## config.mk

```make
export PLATFORM = sky130hd
export DESIGN_NAME = l2_req_arbiter
export DESIGN_NICKNAME = d
export VERILOG_FILES = /design/src/rtl/l2arb_pkg.sv /design/src/rtl/l2_arb_rr_pick.sv /design/src/rtl/l2_req_arbiter.sv
export SDC_FILE = /design/constraint.sdc
export NUM_CORES = 1
export LEC_CHECK = 0
export ABC_AREA = 1
export BUFFER_PORTS_ARGS = -buffer_cell sky130_fd_sc_hd__buf_2
export CAP_MARGIN = 0
export CORE_AREA = 3 3 210 212
export DETAILED_ROUTE_END_ITERATION = 10
export DIE_AREA = 0 0 213 215
export SLEW_MARGIN = 5
export SYNTH_ARGS = -nofsm -noshare
export SYNTH_HDL_FRONTEND = slang
export SYNTH_HIERARCHICAL = 1
export SYNTH_SLANG_ARGS = --single-unit
```

## constraint.sdc

```tcl
create_clock -name clk -period 2.48 [get_ports clk]
set_input_delay 0.62 -clock clk [delete_from_list [all_inputs] [get_ports clk]]
set_output_delay 0.62 -clock clk [all_outputs]
set_load 0.02 [all_outputs]
```

## src/rtl/l2arb_pkg.sv

```systemverilog
// rtl/l2arb_pkg.sv - shared source codes and FSM state type for the L2 request arbiter
// Contents: SRC_* owner/source encodings (also driven on arb_l2_src), arb_state_t FSM states.
package l2arb_pkg;

    localparam logic [1:0] SRC_I    = 2'd0;
    localparam logic [1:0] SRC_D    = 2'd1;
    localparam logic [1:0] SRC_P    = 2'd2;
    localparam logic [1:0] SRC_NONE = 2'd3;

    typedef enum logic [1:0] {
        IDLE = 2'd0,
        REQ  = 2'd1,
        WAIT = 2'd2
    } arb_state_t;

endpackage

```

## src/rtl/l2_arb_rr_pick.sv

```systemverilog
// rtl/l2_arb_rr_pick.sv - two-way round-robin picker between I and D requests
// Ports: req_i/req_d eligible requests, rr_last (0: I won last, 1: D won last), gnt_i/gnt_d one-hot grant.
module l2_arb_rr_pick (
    input  logic req_i,
    input  logic req_d,
    input  logic rr_last,
    output logic gnt_i,
    output logic gnt_d
);

    // On a tie the side that did not win last time is granted.
    assign gnt_i = req_i & (~req_d | rr_last);
    assign gnt_d = req_d & (~req_i | ~rr_last);

endmodule

```

## src/rtl/l2_req_arbiter.sv

```systemverilog
// rtl/l2_req_arbiter.sv - shares the single L2 request port between I refill, D access and prefetch
// Ports: clk/rst (sync, active-high); icache_* I refill request + flush; dcache_* D read/write request;
//        pref_* prefetch request; arb_*_addrOK/dataOK/done per-source handshakes; arb_l1_data response line;
//        arb_l2_* latched request to L2; l2_arb_* L2 handshake and data; arb_busy = transaction in flight.
module l2_req_arbiter
    import l2arb_pkg::*;
#(
    parameter int  L1_offset_width = 2,
    parameter bit  PREF_EN         = 1'b1,
    localparam int LINE_W          = 32 << L1_offset_width
) (
    input  logic              clk,
    input  logic              rst,
    input  logic              icache_arb_req,
    input  logic [31:0]       icache_arb_addr,
    input  logic              icache_arb_SUC,
    input  logic              icache_flush,
    output logic              arb_icache_addrOK,
    output logic              arb_icache_dataOK,
    input  logic              dcache_arb_req,
    input  logic              dcache_arb_wr,
    input  logic [31:0]       dcache_arb_addr,
    input  logic [31:0]       dcache_arb_pc,
    input  logic [31:0]       dcache_arb_din,
    input  logic [3:0]        dcache_arb_wstrb,
    input  logic              dcache_arb_SUC,
    output logic              arb_dcache_addrOK,
    output logic              arb_dcache_dataOK,
    input  logic              pref_arb_req,
    input  logic              pref_arb_type,
    input  logic [31:0]       pref_arb_addr,
    output logic              arb_pref_addrOK,
    output logic              arb_pref_done,
    output logic [LINE_W-1:0] arb_l1_data,
    output logic              arb_l2_req,
    output logic [1:0]        arb_l2_src,
    output logic [31:0]       arb_l2_addr,
    output logic [31:0]       arb_l2_pc,
    output logic [31:0]       arb_l2_din,
    output logic              arb_l2_wr,
    output logic              arb_l2_SUC,
    output logic              arb_l2_ptype,
    output logic [3:0]        arb_l2_wstrb,
    input  logic              l2_arb_addrOK,
    input  logic              l2_arb_dataOK,
    input  logic [LINE_W-1:0] l2_arb_data,
    output logic              arb_busy
);

    arb_state_t  r_state;
    logic [1:0]  r_owner;
    logic        r_rr_last;   // 0: I won the last I/D grant, 1: D did
    logic        r_kill;      // owner I was flushed; swallow its response
    logic [1:0]  r_src;
    logic [31:0] r_addr;
    logic [31:0] r_pc;
    logic [31:0] r_din;
    logic [3:0]  r_wstrb;
    logic        r_wr;
    logic        r_suc;
    logic        r_ptype;

    logic w_idle;
    logic w_req_i_ok;
    logic w_rr_gnt_i;
    logic w_rr_gnt_d;
    logic w_gnt_i;
    logic w_gnt_d;
    logic w_gnt_p;
    logic w_grant;
    logic w_done;

    assign w_idle     = (r_state == IDLE);
    assign w_req_i_ok = icache_arb_req & ~icache_flush;

    l2_arb_rr_pick u_rr_pick (
        .req_i   (w_req_i_ok),
        .req_d   (dcache_arb_req),
        .rr_last (r_rr_last),
        .gnt_i   (w_rr_gnt_i),
        .gnt_d   (w_rr_gnt_d)
    );

    assign w_gnt_i = w_idle & w_rr_gnt_i;
    assign w_gnt_d = w_idle & w_rr_gnt_d;
    // Prefetch yields to any raw L1 request, even an I request masked by flush.
    assign w_gnt_p = w_idle & PREF_EN & pref_arb_req & ~icache_arb_req & ~dcache_arb_req;
    assign w_grant = w_gnt_i | w_gnt_d | w_gnt_p;

    // Completion: dataOK in WAIT, or addrOK and dataOK together while still in REQ.
    assign w_done = ((r_state == WAIT) & l2_arb_dataOK)
                  | ((r_state == REQ) & l2_arb_addrOK & l2_arb_dataOK);

    assign arb_icache_addrOK = w_gnt_i;
    assign arb_dcache_addrOK = w_gnt_d;
    assign arb_pref_addrOK   = w_gnt_p;
    assign arb_icache_dataOK = w_done & (r_owner == SRC_I) & ~(r_kill | icache_flush);
    assign arb_dcache_dataOK = w_done & (r_owner == SRC_D);
    assign arb_pref_done     = w_done & (r_owner == SRC_P);
    assign arb_l1_data       = (arb_icache_dataOK | arb_dcache_dataOK) ? l2_arb_data : '0;

    assign arb_l2_req   = (r_state == REQ);
    assign arb_busy     = ~w_idle;
    assign arb_l2_src   = r_src;
    assign arb_l2_addr  = r_addr;
    assign arb_l2_pc    = r_pc;
    assign arb_l2_din   = r_din;
    assign arb_l2_wstrb = r_wstrb;
    assign arb_l2_wr    = r_wr;
    assign arb_l2_SUC   = r_suc;
    assign arb_l2_ptype = r_ptype;

    always_ff @(posedge clk) begin
        if (rst) begin
            r_state   <= IDLE;
            r_owner   <= SRC_NONE;
            r_rr_last <= 1'b0;
            r_kill    <= 1'b0;
        end else begin
            case (r_state)
                IDLE: begin
                    if (w_grant) r_state <= REQ;
                    if (w_gnt_i) begin
                        r_owner   <= SRC_I;
                        r_rr_last <= 1'b0;
                    end else if (w_gnt_d) begin
                        r_owner   <= SRC_D;
                        r_rr_last <= 1'b1;
                    end else if (w_gnt_p) begin
                        r_owner   <= SRC_P;
                    end
                end
                REQ, WAIT: begin
                    if (w_done) begin
                        r_state <= IDLE;
                        r_owner <= SRC_NONE;
                        r_kill  <= 1'b0;
                    end else begin
                        if ((r_state == REQ) && l2_arb_addrOK) r_state <= WAIT;
                        // The L2 handshake still runs to completion; only the I response is dropped.
                        if ((r_owner == SRC_I) && icache_flush) r_kill <= 1'b1;
                    end
                end
                default: r_state <= IDLE;
            endcase
        end
    end

    // Request capture bank: fields not used by the winning source are zeroed.
    always_ff @(posedge clk) begin
        if (rst) begin
            r_src   <= 2'd0;
            r_addr  <= 32'd0;
            r_pc    <= 32'd0;
            r_din   <= 32'd0;
            r_wstrb <= 4'd0;
            r_wr    <= 1'b0;
            r_suc   <= 1'b0;
            r_ptype <= 1'b0;
        end else if (w_grant) begin
            r_pc    <= 32'd0;
            r_din   <= 32'd0;
            r_wstrb <= 4'd0;
            r_wr    <= 1'b0;
            r_suc   <= 1'b0;
            r_ptype <= 1'b0;
            if (w_gnt_i) begin
                r_src  <= SRC_I;
                r_addr <= icache_arb_addr;
                r_suc  <= icache_arb_SUC;
            end else if (w_gnt_d) begin
                r_src   <= SRC_D;
                r_addr  <= dcache_arb_addr;
                r_pc    <= dcache_arb_pc;
                r_din   <= dcache_arb_din;
                r_wstrb <= dcache_arb_wstrb;
                r_wr    <= dcache_arb_wr;
                r_suc   <= dcache_arb_SUC;
            end else begin
                r_src   <= SRC_P;
                r_addr  <= pref_arb_addr;
                r_ptype <= pref_arb_type;
            end
        end
    end

endmodule
```

Yosys cells after proc, flatten, opt, wreduce, memory -nomap -nowiden
Cells that the tools add are included.
{"block": "totals", "in_bits": 304, "out_inout_bits": 241, "ramBits": 0, "latchBits": 0, "mem_bits_ro": 0, "regBits": 111, "elab_cells": 91, "mem_count": 0}
{"block": "classes", "n_mul": 0, "n_reduce_logical": 12, "n_div": 0, "order_cmp": 0, "shift": 0, "n_bitwise": 29, "n_eq_ne": 8, "n_addsub": 0, "mux": 30}
{"operator": "$mux W32", "n": 6}
{"operator": "$mux W128", "n": 1}
{"operator": "$mux W2", "n": 9}
{"operator": "$and A1 B1 Y1", "n": 15}
{"operator": "$mux W1", "n": 10}
{"operator": "$mux W4", "n": 2}
{"operator": "$pmux W2 S2", "n": 2}
{"operator": "$not A1 Y1", "n": 7}
{"operator": "$or A1 B1 Y1", "n": 7}
{"operator": "$reduce_and A2 Y1", "n": 3}
{"operator": "$reduce_bool A2 Y1", "n": 3}
{"operator": "$eq A2 B1 Y1 const B", "n": 2}
{"operator": "$eq A2 B2 Y1 const B", "n": 2}
{"operator": "$logic_not A2 Y1", "n": 2}
{"operator": "$ne A4 B1 Y1 const B", "n": 1}
{"operator": "$ne A3 B3 Y1 const B", "n": 1}
{"operator": "$reduce_and A3 Y1", "n": 1}
{"operator": "$logic_and A1 B1 Y1", "n": 2}
{"operator": "$ne A2 B1 Y1 const B", "n": 1}
{"operator": "$ne A2 B2 Y1 const B", "n": 1}
{"operator": "$reduce_or A2 Y1", "n": 1}

Depth between registers and ports, before layout
Gate-level depths: netlist (run 1).
{"block": "logic_depth", "ltp_word": 10, "depth_mapped": 12, "mapped_depth_nobuf": 10}

Hierarchy
The synthesis (run 1) kept the hierarchy.
{"mod": "l2_req_arbiter", "cells_per_inst": 821, "n_inst": 1, "seq_area_each_um2": 2222.1, "area_per_inst_um2": 5706.7}
{"mod": "l2_arb_rr_pick", "cells_per_inst": 4, "n_inst": 1, "seq_area_each_um2": 0.0, "area_per_inst_um2": 27.5}

Worst setup path after synthesis (run 1)
OpenSTA, ideal clock, no wires.
{"block": "synth_path", "path_type": "register -> output", "startpoint": "register r_state[1]", "endpoint": "output port arb_l1_data[108]", "path_buffers": 2, "path_slack_ps": -76, "arrival_ps": 1936, "path_stages_with_launch": 9, "required_time_ps": 1860, "cell_sequence": "dfxtp_1 -> inv_1 -> ha_1 -> nand3_1 -> nand2_1 -> nand3_1 -> clkbuf_2 -> clkbuf_1 -> a21boi_0"}
{"block": "synth_via", "elab_chain_cells": 8, "word_cells_on_any_way": 11, "cone_classes": "2 x eq/ne; 1 x mux; 8 x bitwise"}
{"element": "from (decl)", "line": "l2_req_arbiter.sv:50", "text": "arb_state_t r_state;"}
{"element": "from (signal assigned)", "line": "l2_req_arbiter.sv:115", "text": "r_state <= IDLE;"}
{"element": "from (signal assigned)", "line": "l2_req_arbiter.sv:122", "text": "if (w_grant) r_state <= REQ;"}
{"element": "from (signal assigned)", "line": "l2_req_arbiter.sv:135", "text": "r_state <= IDLE;"}
{"element": "$eq A2 B1 Y1 (*)"}
{"element": "net arb_l2_req", "line": "l2_req_arbiter.sv:35", "text": "output logic arb_l2_req,"}
{"element": "$and A1 B1 Y1 (*) (2 in a row)", "line": "l2_req_arbiter.sv:92", "text": "| ((r_state == REQ) & l2_arb_addrOK & l2_arb_dataOK);"}
{"element": "$or A1 B1 Y1 (*)", "line": "l2_req_arbiter.sv:92"}
{"element": "$and A1 B1 Y1 (2 in a row)", "line": "l2_req_arbiter.sv:97", "text": "assign arb_icache_dataOK = w_done & (r_owner == SRC_I) & ~(r_kill | icache_flush);"}
{"element": "$or A1 B1 Y1 (*)", "line": "l2_req_arbiter.sv:100", "text": "assign arb_l1_data = (arb_icache_dataOK | arb_dcache_dataOK) ? l2_arb_data : '0;"}
{"element": "$mux W128 (*)", "line": "l2_req_arbiter.sv:100"}
{"element": "to (decl)", "line": "l2_req_arbiter.sv:34", "text": "output logic [LINE_W-1:0] arb_l1_data,"}
Mark *: on every way through the listed nets, which the timed path passes. The rest lies on a longest branch.

Final worst setup path (run 1)
{"block": "layout_path", "startpoint": "register r_state[1]", "endpoint": "output port arb_l1_data[118]"}
{"block": "layout_via", "elab_chain_cells": 8, "word_cells_on_any_way": 11, "cone_classes": "2 x eq/ne; 1 x mux; 8 x bitwise"}
{"element": "$eq A2 B1 Y1", "line": "l2_req_arbiter.sv:92"}
{"element": "$and A1 B1 Y1 (2 in a row)", "line": "l2_req_arbiter.sv:92"}
{"element": "$or A1 B1 Y1 (*)", "line": "l2_req_arbiter.sv:92"}
{"element": "$and A1 B1 Y1 (2 in a row)", "line": "l2_req_arbiter.sv:97"}
{"element": "$or A1 B1 Y1 (*)", "line": "l2_req_arbiter.sv:100"}
{"element": "$mux W128 (*)", "line": "l2_req_arbiter.sv:100"}
Every way passes the cells marked *; elsewhere a longest branch is shown, timed or not.

==> results of run 1 <==
[worst reg2reg max path, delay by kind of cell, from the launching register on]
kind,cells,cell delay (ns)
adders and majority gates,1,0.18
and+or+nand+nor,2,0.23
buffers and inverters,6,0.82
AOI/OAI and AO/OA,2,0.25
DFF,1,0.36
[through the flow]
| stage | cells | instance area (µm²) | power [mW] | worst slack (ns) | hold slack [ns] |
|---|---|---|---|---|---|
| 2_1_floorplan | 825 | 5730 | 4.19 | -0.0757 | 0.437 |
| 3_3_place_gp | 1868 | 9180 | 5.37 | 0.0239 | 0.446 |
| 3_5_place_dp | 1868 | 9180 | 5.42 | -0.0770 | 0.451 |
| 4_1_cts | 1919 | 11200 | 7.27 | -0.208 | 0.451 |
| 5_1_grt | 1926 | 11700 | 7.77 | -0.329 | 0.474 |
| 6_report | 1939 | 11800 | 7.25 | -0.236 | 0.458 |
[placed cells by master (no fill, tap or decap), types with 2 or more instances in the layout]
cell / netlist / routed
a21boi_0: 123 / 3
a21boi_1: 5 / 26
a21boi_2: 1 / 60
a21boi_4: 0 / 40
a21oi_1: 103 / 103
buf_12: 0 / 14
buf_16: 0 / 22
buf_2: 21 / 421
buf_4: 0 / 68
buf_6: 8 / 83
buf_8: 0 / 3
clkbuf_16: 0 / 13
clkinvlp_4: 0 / 2
dfxtp_1: 111 / 109
diode_2: 0 / 16
ha_1: 5 / 2
ha_4: 0 / 3
inv_1: 15 / 11
inv_2: 2 / 4
inv_4: 0 / 2
inv_6: 0 / 2
nand2_1: 321 / 319
nand2_4: 0 / 3
nand3_1: 40 / 37
nand3_4: 0 / 3
nor2_1: 14 / 14
o21ai_0: 2 / 2
[registers in the layout, indices dropped and copies added (netlist names)]
name,flops
arb_l2_SUC,1
arb_l2_pc,32
arb_l2_din,32
r_state,2
arb_l2_addr,32
r_owner,2
arb_l2_wr,1
r_kill,1
arb_l2_src,2
arb_l2_wstrb,4
r_rr_last,1
arb_l2_ptype,1
[cell families after synthesis]
logic type	after synthesis	synth area share, %
AO/OA/AOI/OAI	239	26.8
adder cells (fa/ha/maj)	5	1.09
buffers and inverters	90	7.42
flip-flops	111	38.8
AND/OR/NAND/NOR	380	25.9
[metal layers]
layer | vias up | global-route usage (%) | share of wire, %
li1 | 3843 | - | -
met1 | 3604 | 15.5 | 39
met2 | 393 | 22.3 | 46
met3 | 88 | 6.52 | 11
met4 | 16 | 5.59 | 3.6
met5 | - | 0 | 0.33
[synthesized netlist by cell type (2+ instances only)]
| cell | instances | share of area (%) |
|---|---|---|
| nand2_1 | 321 | 21 |
| a21boi_0 | 123 | 16 |
| dfxtp_1 | 111 | 39 |
| a21oi_1 | 103 | 9.0 |
| clkbuf_1 | 42 | 2.7 |
| nand3_1 | 40 | 3.5 |
| buf_2 | 21 | 1.8 |
| inv_1 | 15 | 0.98 |
| nor2_1 | 14 | 0.92 |
| buf_6 | 8 | 1.6 |
| a21boi_1 | 5 | 0.65 |
| ha_1 | 5 | 1.1 |
| inv_2 | 2 | 0.13 |
| nand2_2 | 2 | 0.22 |
| o21ai_0 | 2 | 0.17 |
[final cells by class]
class | instances | share of cell area [%]
inverter | 18 | 0.628
multi-input combinational | 624 | 32.9
tap | 539 | 5.74
clock inverter | 6 | 0.447
antenna | 16 | 0.341
sequential | 111 | 18.9
timing repair buffer | 615 | 39.0
clock buffer | 10 | 2.03
[path summary, 6_finish.rpt]
path,cells after the start,startpoint,slack (ns),endpoint
worst min-delay path,2,arb_l2_pc[12],0.46,arb_l2_pc[12]
worst max register to register,11,r_state[1],0.55,arb_l2_pc[14]
worst min register to register,2,arb_l2_pc[12],0.46,arb_l2_pc[12]
worst max-delay path,10,r_state[1],-0.24,arb_l1_data[118]
[report_power, final]
group | internal (mW) | switching [mW] | total [mW]
registers | 2.11 | 0.173 | 2.28
clock network | 0.727 | 0.739 | 1.47
logic | 1.37 | 2.14 | 3.50
[what timing repair did]
action | CTS | global route
cloned | 22 | 4
pin swaps | 38 | 35
resized for setup | 388 | 104
endpoints found under the setup margin | 130 | 132
buffers inserted | 15 | 4
==> reports/summary.log, run 1 <==
qor: status.run_status complete, but fails checks
qor: status.violations_in_the_final_reports negative setup slack
qor: clock_network.cts_max_path_buffers 2
qor: pwr.cellPowerDensity 617 nW/µm²
qor: logic_synthesis.synth_area_per_cell 6.95 µm²
qor: placed_design.port_buffers 544
qor: drt.dr.pass1.iters 5
qor: clock_network.clk_pin_slew 0.07 ns
qor: floorplanning.full_die_area 45,800 µm²
qor: grt.overflow 0
qor: worst_setup_path.timing.critical_path.fanout_max 27
qor: clock_network.postCtsHoldBufs 0
qor: worst_setup_path.critical_path.cell_chain inv_2, ha_4, nand3_4, nand2_4, buf_6, nand3_4, buf_4, buf_12, a21boi_1, buf_4
qor: logic_synthesis.synthArstFlopShare 0%
qor: logic_synthesis.yosys_warnings 6
qor: worst_setup_path.cp-end-kind output pin
qor: grt.grt_antenna_before_repair 22
qor: drt.total_length_of_routed_wires 34,200 µm
qor: drt.remaining_drc_errors 0
qor: floorplanning.fp.coreArea 42,100 µm²
qor: clock_network.cts_tree built
qor: clock_network.clock_tree.htree_level_count 3
qor: sta.finalHoldViolCount 0
qor: worst_setup_path.cp_data_required_time 1.86 ns
qor: worst_setup_path.timing.critical_path.arrival 2.10 ns
qor: logic_synthesis.synth_area 5730 µm²
qor: sta.drv_slew 0
qor: hold_path.timing.hold.worst.class reg -> reg
qor: worst_setup_path.crit_slowest_cell dfxtp_2
qor: sta.skew 0.00864 ns
qor: floorplanning.fp.dieW 213 µm
qor: pwr.vdd_ir_drop_max 287 µV
qor: worst_setup_path.timing_worst_setup_path_type reg -> out
qor: clock_network.clock_latency 0.37 ns
qor: logic_synthesis.synth-edff-count 0
qor: cells_and_area.post_layout_net_count 1,688
qor: logic_synthesis.seq_area_frac_synth 38.8%
qor: drt.drt_iter0_markers 425
qor: grt.via_count_of_the_first_global_routing_pass 7,813
qor: cells_and_area.ff_latch_area 2230 µm²
qor: worst_setup_path.critical_path.n_buffers_inverters 5
qor: sta.fmaxAchievable 368 MHz
qor: floorplanning.num_rows 75
qor: placed_design.place.gp.congestion 0.918
qor: floorplanning.io-pin-count 545
qor: drt.detail_route.wl_per_cell 17.6 µm
qor: worst_setup_path.critical_path.max_stage_delay 0.34 ns
qor: drt.final_antenna_net_count 0
qor: sta.layout_worst_path_cycle_share 110%
qor: job.max_cap_viol_count 0
qor: clock_network.clock_sinks 111
qor: sta.max-slew-margin-rel 74.2%
qor: grt.track_usage 13.7%
qor: pwr.power.static_leakage 5.70 nW
qor: floorplanning.floorplan.die.height 215 µm
qor: sta.fin_tns_setup -18.17 ns
qor: sta.rsz_0062_raised_after_global_routing true
qor: cells_and_area.fin_util 27.9%
qor: cells_and_area.multiInputGateArea 3870 µm²
qor: clock_network.clockRootBuffer clkbuf_16
qor: grt.grt_start_max_net_pins 69
qor: logic_synthesis.ys.flop_type dfxtp_1
qor: logic_synthesis.netlist_instances 825
qor: logic_synthesis.mappedNetlistNets 1,134
qor: cells_and_area.area_growth 105%
qor: placed_design.place.detailed.hpwl 24,300 µm
qor: cells_and_area.layout-drive-gt1-share 54.4%
qor: logic_synthesis.yosysUniqueCellTypes 26
qor: logic_synthesis.synth.ff_latch_count 111
qor: cells_and_area.layout.filler_cells 4,483
qor: worst_setup_path.worst_path_dominant_cell_family buffers and inverters
qor: sta.fin_crit 2.72 ns
qor: drt.routed-via-count 7,944
qor: drt.post_drt_via_cell_ratio 4.10
qor: sta.layout_setup_ws -0.236 ns
qor: grt.grt_pass1_wl 47,900 µm
qor: worst_setup_path.worst_setup_path_start_kind register
qor: sta.tightest_slew 0.388 ns
qor: clock_network.cts-buffers-inserted 9
qor: floorplanning.initial_utilization 13.6%
qor: sta.setup_viol 126
(Power assumes the default switching activity.)
==> run 2, diff against run 1 <==
--- a/config.mk
+++ b/config.mk
@@ -8,9 +8,9 @@
 export ABC_AREA = 1
 export BUFFER_PORTS_ARGS = -buffer_cell sky130_fd_sc_hd__buf_2
 export CAP_MARGIN = 0
-export CORE_AREA = 3 3 210 212
+export CORE_AREA = 5 5 206 208
 export DETAILED_ROUTE_END_ITERATION = 10
-export DIE_AREA = 0 0 213 215
+export DIE_AREA = 0 0 211 213
 export SLEW_MARGIN = 5
 export SYNTH_ARGS = -nofsm -noshare
 export SYNTH_HDL_FRONTEND = slang
==> run 2 against run 1 <==
  * The run still ends with negative setup slack left
  * Sequential power is essentially flat
  * Combinational power is essentially flat
  * Via count shrank 0.10%
  * Sequential share of layout area grew 0.58 points
  * Cell count shrank 1.2%
  * Largest cell class unchanged
  * Largest power group unchanged
==> reports/summary.log, run 2 (synthesis results as in run 1) <==
qor: sta.tightest_slew 0.445 ns
qor: worst_setup_path.worstReg2RegEnd r_state[1]
qor: worst_setup_path.worst_setup_path_start_kind register
qor: grt.gr-max-usage-layer met2
qor: cells_and_area.layout.filler_cells 4,315
qor: grt.grt_start_max_net_pins 69
qor: sta.fmaxAchievable 383 MHz
qor: pwr.vdd_ir_drop_max 296 µV
qor: clock_network.cts_max_path_buffers 2
qor: cells_and_area.fin_util 28.3%
qor: pwr.cellPowerDensity 634 nW/µm²
qor: drt.detail_route.wl_per_cell 18.1 µm
qor: sta.layout_worst_path_cycle_share 105%
qor: sta.finalHoldViolCount 0
qor: worst_setup_path.rr_startpoint r_state[1]
qor: sta.fin_tns_setup -9.24 ns
qor: grt.gr-usage-met1 16.6%
qor: floorplanning.fp.coreArea 40,400 µm²
qor: worst_setup_path.timing.critical_path.arrival 1.99 ns
qor: sta.layout_setup_ws -0.131 ns
qor: clock_network.clk_pin_slew 0.09 ns
qor: worst_setup_path.cp_data_required_time 1.86 ns
qor: placed_design.place.gp.congestion 0.890
qor: placed_design.detailedPlace.worstSlack -0.101 ns
qor: cells_and_area.final_area 11,400 µm²
qor: placed_design.dpl-instance-area 9160 µm²
qor: drt.dr.pass1.iters 5
qor: drt.total_length_of_routed_wires 34,600 µm
qor: floorplanning.fp.dieW 211 µm
qor: worst_setup_path.timing_worst_setup_path_type reg -> out
qor: worst_setup_path.cp-end-kind output pin
qor: job.max_cap_viol_count 0
qor: hold_path.timing.hold.worst.class reg -> reg
qor: cells_and_area.mostFrequentLayoutCells buf_2 (416), nand2_1 (318), dfxtp_1 (109)
qor: clock_network.cts-buffers-inserted 9
qor: grt.grt_antenna_before_repair 11
qor: worst_setup_path.reg2reg_setup_slack 0.44 ns
qor: sta.drv_slew 0
qor: placed_design.port_buffers 544
qor: sta.fin_crit 2.61 ns
qor: drt.post_drt_via_cell_ratio 4.14
qor: clock_network.clockRootBuffer clkbuf_16
qor: drt.final_antenna_net_count 0
qor: cells_and_area.area_growth 99.0%
qor: grt.overflow 0
qor: grt.via_count_of_the_first_global_routing_pass 7,370
qor: worst_setup_path.worstRegToRegCells 11
qor: placed_design.place.detailed.hpwl 25,000 µm
qor: grt.track_usage 12.9%
qor: pwr.power.static_leakage 5.51 nW
qor: clock_network.cts_tree built
qor: worst_setup_path.worstSetupStartpoint r_state[1]
qor: worst_setup_path.timing.critical_path.fanout_max 8
qor: floorplanning.floorplan.die.height 213 µm
qor: cells_and_area.post_layout_net_count 1,683
qor: status.violations_in_the_final_reports negative setup slack
qor: sta.setup_viol 122
qor: floorplanning.num_rows 74
qor: cells_and_area.layout-drive-gt1-share 55.7%
qor: clock_network.clock_latency 0.37 ns
qor: grt.grt_pass1_wl 44,400 µm
qor: floorplanning.full_die_area 44,900 µm²
qor: floorplanning.io-pin-count 545
qor: sta.max-slew-margin-rel 70.3%
qor: status.run_status complete, but fails checks
qor: drt.drt_iter0_markers 532
qor: floorplanning.initial_utilization 14.2%
qor: drt.remaining_drc_errors 0
qor: worst_setup_path.crit_path_end arb_l1_data[91]
qor: clock_network.clock_sinks 111
qor: cells_and_area.final_common_cell buf_2
qor: grt.globalRouteMet3Util 4.98%
qor: sta.rsz_0062_raised_after_global_routing true
qor: drt.routed-via-count 7,936
qor: clock_network.clock_tree.htree_level_count 3
qor: grt.globalRouteMet2Util 20.2%
qor: sta.skew 0.0151 ns
-- run 2: routing by layer --
layer  wire [µm]  share of wire, %
met4         656               1.9
met2       16300                47
met3        3470                10
met1       14200                41
met5          68              0.20
-- run 2: final cells by class --
cell class / count / area [µm²] / area share [%]
Timing Repair Buffer: 609 / 4280 / 37.5
Inverter: 18 / 72.6 / 0.636
Sequential cell: 111 / 2230 / 19.5
Tap cell: 532 / 666 / 5.83
Clock buffer: 10 / 229 / 2.01
Clock inverter: 6 / 52.6 / 0.461
Multi-Input combinational cell: 625 / 3870 / 33.9
Antenna cell: 5 / 12.5 / 0.110
-- run 2: critical path: stages, from the launching register on --
cell and delay, ns:
dfxtp_2 0.36, buf_4 0.12, ha_4 0.13, nand2_4 0.06, nand2_4 0.10, buf_4 0.12, nand3_4 0.16, clkbuf_16 0.25
a21boi_2 0.17, buf_6 0.14
-- run 2: worst min path at each step --
stage,startpoint,endpoint,slack (ns),cells past startpoint
floorplan,r_kill,r_kill,0.44,2
global placement,arb_l2_pc[7],arb_l2_pc[7],0.44,2
detailed placement,arb_l2_pc[7],arb_l2_pc[7],0.45,2
CTS,dcache_arb_wstrb[0],arb_l2_wstrb[0],0.45,3
global route,dcache_arb_wstrb[1],arb_l2_wstrb[1],0.47,3
finish,arb_l2_pc[25],arb_l2_pc[25],0.46,2
-- run 2: repair_timing --
item	CTS	global route
gates resized for setup	225	254
gates cloned	5	16
hold buffers	0	0
buffers inserted	5	6
pin swaps	2	13
endpoints found under the setup margin	132	131
-- run 2: power breakdown --
group	internal [mW]	switching, mW	leakage (nW)
combinational	1.34	2.15	4.47
sequential	2.11	0.179	0.909
clock	0.702	0.755	0.137
-- run 2: through the flow --
stage / power [mW] / std cells / hold slack [ns]
3_5_place_dp: 5.49 / 1863 / 0.448
4_1_cts: 7.16 / 1889 / 0.452
5_1_grt: 7.74 / 1911 / 0.471
2_1_floorplan: 4.19 / 825 / 0.437
3_3_place_gp: 5.46 / 1863 / 0.445
6_report: 7.23 / 1916 / 0.459
==> run 3, diff against run 2 <==
--- a/config.mk
+++ b/config.mk
@@ -8,7 +8,8 @@
 export ABC_AREA = 1
 export BUFFER_PORTS_ARGS = -buffer_cell sky130_fd_sc_hd__buf_2
 export CAP_MARGIN = 0
-export CORE_AREA = 5 5 206 208
+export CORE_AREA = 2 2 209 211
+export CTS_CLUSTER_SIZE = 20
 export DETAILED_ROUTE_END_ITERATION = 10
 export DIE_AREA = 0 0 211 213
 export SLEW_MARGIN = 5
==> run 3 against run 2 <==
  * The run still ends with negative setup slack left
  * Final area decreased by 6.9%
  * Fmax fell by 0.84%
  * Critical path depth is 1 lower
  * Die area stayed put
  * Sequential power about the same
  * Via count down 3.3%
  * Routed wire length is 9.7% lower
  * Combinational power fell by 5%
  * Sequential share of layout area grew 1.5 points
  * First-iteration DRC count is 27% lower
  * Global-route usage is 0.34 points lower
  * Highest routed layer unchanged
==> reports/summary.log, run 3 (synthesis results as in run 1) <==
qor: floorplanning.initial_utilization 13.4%
qor: grt.via_count_of_the_first_global_routing_pass 7,126
qor: sta.finalHoldViolCount 0
qor: grt.grt_start_max_net_pins 73
qor: clock_network.clk_pin_slew 0.08 ns
qor: worst_setup_path.worstRegToRegCells 11
qor: floorplanning.io-pin-count 545
qor: clock_network.clock_sinks 111
qor: placed_design.dpl-instance-area 9150 µm²
qor: grt.overflow 0
qor: clock_network.clockRootBuffer clkbuf_16
qor: job.max_cap_viol_count 0
qor: worst_setup_path.cp-end-kind output pin
qor: clock_network.cts_tree built
qor: sta.fin_crit 2.63 ns
qor: worst_setup_path.timing.critical_path.arrival 2.01 ns
qor: placed_design.place.gp.congestion 0.864
qor: worst_setup_path.timing.critical_path.fanout_max 71
qor: drt.routed-via-count 7,671
qor: status.violations_in_the_final_reports negative setup slack
qor: sta.drv_slew 0
qor: clock_network.clock_tree.htree_level_count 3
qor: floorplanning.num_rows 76
qor: sta.layout_worst_path_cycle_share 106%
qor: sta.whs 0.458 ns
qor: sta.tightest_slew 0.378 ns
qor: pwr.power.static_leakage 5.33 nW
qor: worst_setup_path.cp_data_required_time 1.86 ns
qor: cells_and_area.final_common_cell buf_2
qor: status.run_status complete, but fails checks
qor: cells_and_area.final_area 10,600 µm²
qor: placed_design.port_buffers 544
qor: sta.fmaxAchievable 380 MHz
qor: placed_design.place_inst 1,871
qor: drt.post_drt_via_cell_ratio 4.01
qor: sta.fin_tns_setup -10.15 ns
qor: clock_network.clock_latency 0.39 ns
qor: hold_path.holdPathStages 2
qor: placed_design.place.detailed.hpwl 23,700 µm
qor: pwr.vdd_ir_drop_max 456 µV
qor: sta.skew 0.0112 ns
qor: clock_network.cts_max_path_buffers 2
qor: grt.grt_antenna_before_repair 22
qor: sta.max-slew-margin-rel 74.8%
qor: floorplanning.floorplan.die.height 213 µm
qor: clock_network.cts-buffers-inserted 9
qor: drt.dr.pass1.iters 5
qor: drt.final_antenna_net_count 0
qor: floorplanning.full_die_area 44,900 µm²
qor: sta.layout_setup_ws -0.153 ns
qor: cells_and_area.area_growth 85.3%
qor: floorplanning.fp.coreArea 42,700 µm²
qor: drt.total_length_of_routed_wires 31,300 µm
qor: worst_setup_path.timing_worst_setup_path_type reg -> out
qor: drt.drt_iter0_markers 387
qor: cells_and_area.layout-drive-gt1-share 50.0%
qor: drt.remaining_drc_errors 0
qor: pwr.cellPowerDensity 674 nW/µm²
qor: grt.grt_pass1_wl 41,600 µm
qor: grt.track_usage 12.5%
qor: sta.setup_viol 124
qor: cells_and_area.post_layout_net_count 1,670
qor: sta.rsz_0062_raised_after_global_routing true
qor: drt.detail_route.wl_per_cell 16.3 µm
qor: cells_and_area.instances_no_fill 1,914
qor: floorplanning.fp.dieW 211 µm
qor: cells_and_area.mostFrequentLayoutCells buf_2 (463), nand2_1 (319), dfxtp_1 (109)
qor: worst_setup_path.worst_setup_path_start_kind register
qor: hold_path.timing.hold.worst.class reg -> reg
qor: clock_network.postCtsHoldBufs 0
## run 3: cell types whose count changed in the layout (fill, tap and decap cells not counted), sizes merged, moves of 2 or more
cell / before / now
diode: 5 / 2
clkbuf: 20 / 12
clkinvlp: 1 / 3
buf: 599 / 588
inv: 19 / 17
bufbuf: 0 / 6
## run 3: layout make-up
type / instances / area, µm²
Sequential cell: 111 / 2230
Timing Repair Buffer: 597 / 3890
Clock inverter: 7 / 81.3
Antenna cell: 2 / 5.00
Clock buffer: 9 / 225
Multi-Input combinational cell: 624 / 3430
Fill cell: 4677 / 32100
Inverter: 18 / 80.1
Tap cell: 546 / 683
## run 3: metrics by stage
step | power (mW) | worst slack (ns) | util [%]
floorplan | 4.19 | -0.0757 | -
global route | 7.69 | -0.277 | 24.9
global placement | 5.36 | -0.00892 | 21.4
finish | 7.17 | -0.153 | 24.9
CTS | 7.19 | -0.170 | 23.6
detailed placement | 5.40 | 0.00271 | 21.4
## run 3: final timing paths
check | from | to | slack (ns)
setup / recovery | r_state[1] | arb_l1_data[42] | -0.15
hold / removal | arb_l2_pc[16] | arb_l2_pc[16] | 0.46
setup reg to reg | r_state[1] | arb_l2_din[20] | 0.47
hold reg to reg | arb_l2_pc[16] | arb_l2_pc[16] | 0.46
## run 3: worst max-delay path, stage by stage, from the launching register on
cell	delay, ns
dfxtp_4	0.37
inv_4	0.06
ha_4	0.14
nand3_4	0.08
nand2_4	0.11
nand3_4	0.14
buf_12	0.23
a21boi_0	0.24
buf_2	0.21
## run 3: what timing repair did
item | 4_1_cts | 5_1_grt
pin swaps | 13 | 25
setup endpoints to repair | 132 | 131
hold endpoints to repair | 0 | 0
buffers inserted | 3 | 10
resized for setup | 167 | 102
gates cloned | 7 | 6
## run 3: per-layer routing
metal	track usage [%]	share of wire [%]	up-vias
li1	-	-	3778
met1	15.1	41	3482
met2	19.0	45	321
met3	6.81	11	66
met4	4.10	2.2	24
met5	0	0.47	-
## run 3: power breakdown
part	internal, mW	switching (mW)
sequential	2.11	0.178
clock	0.796	0.760
combinational	1.25	2.07
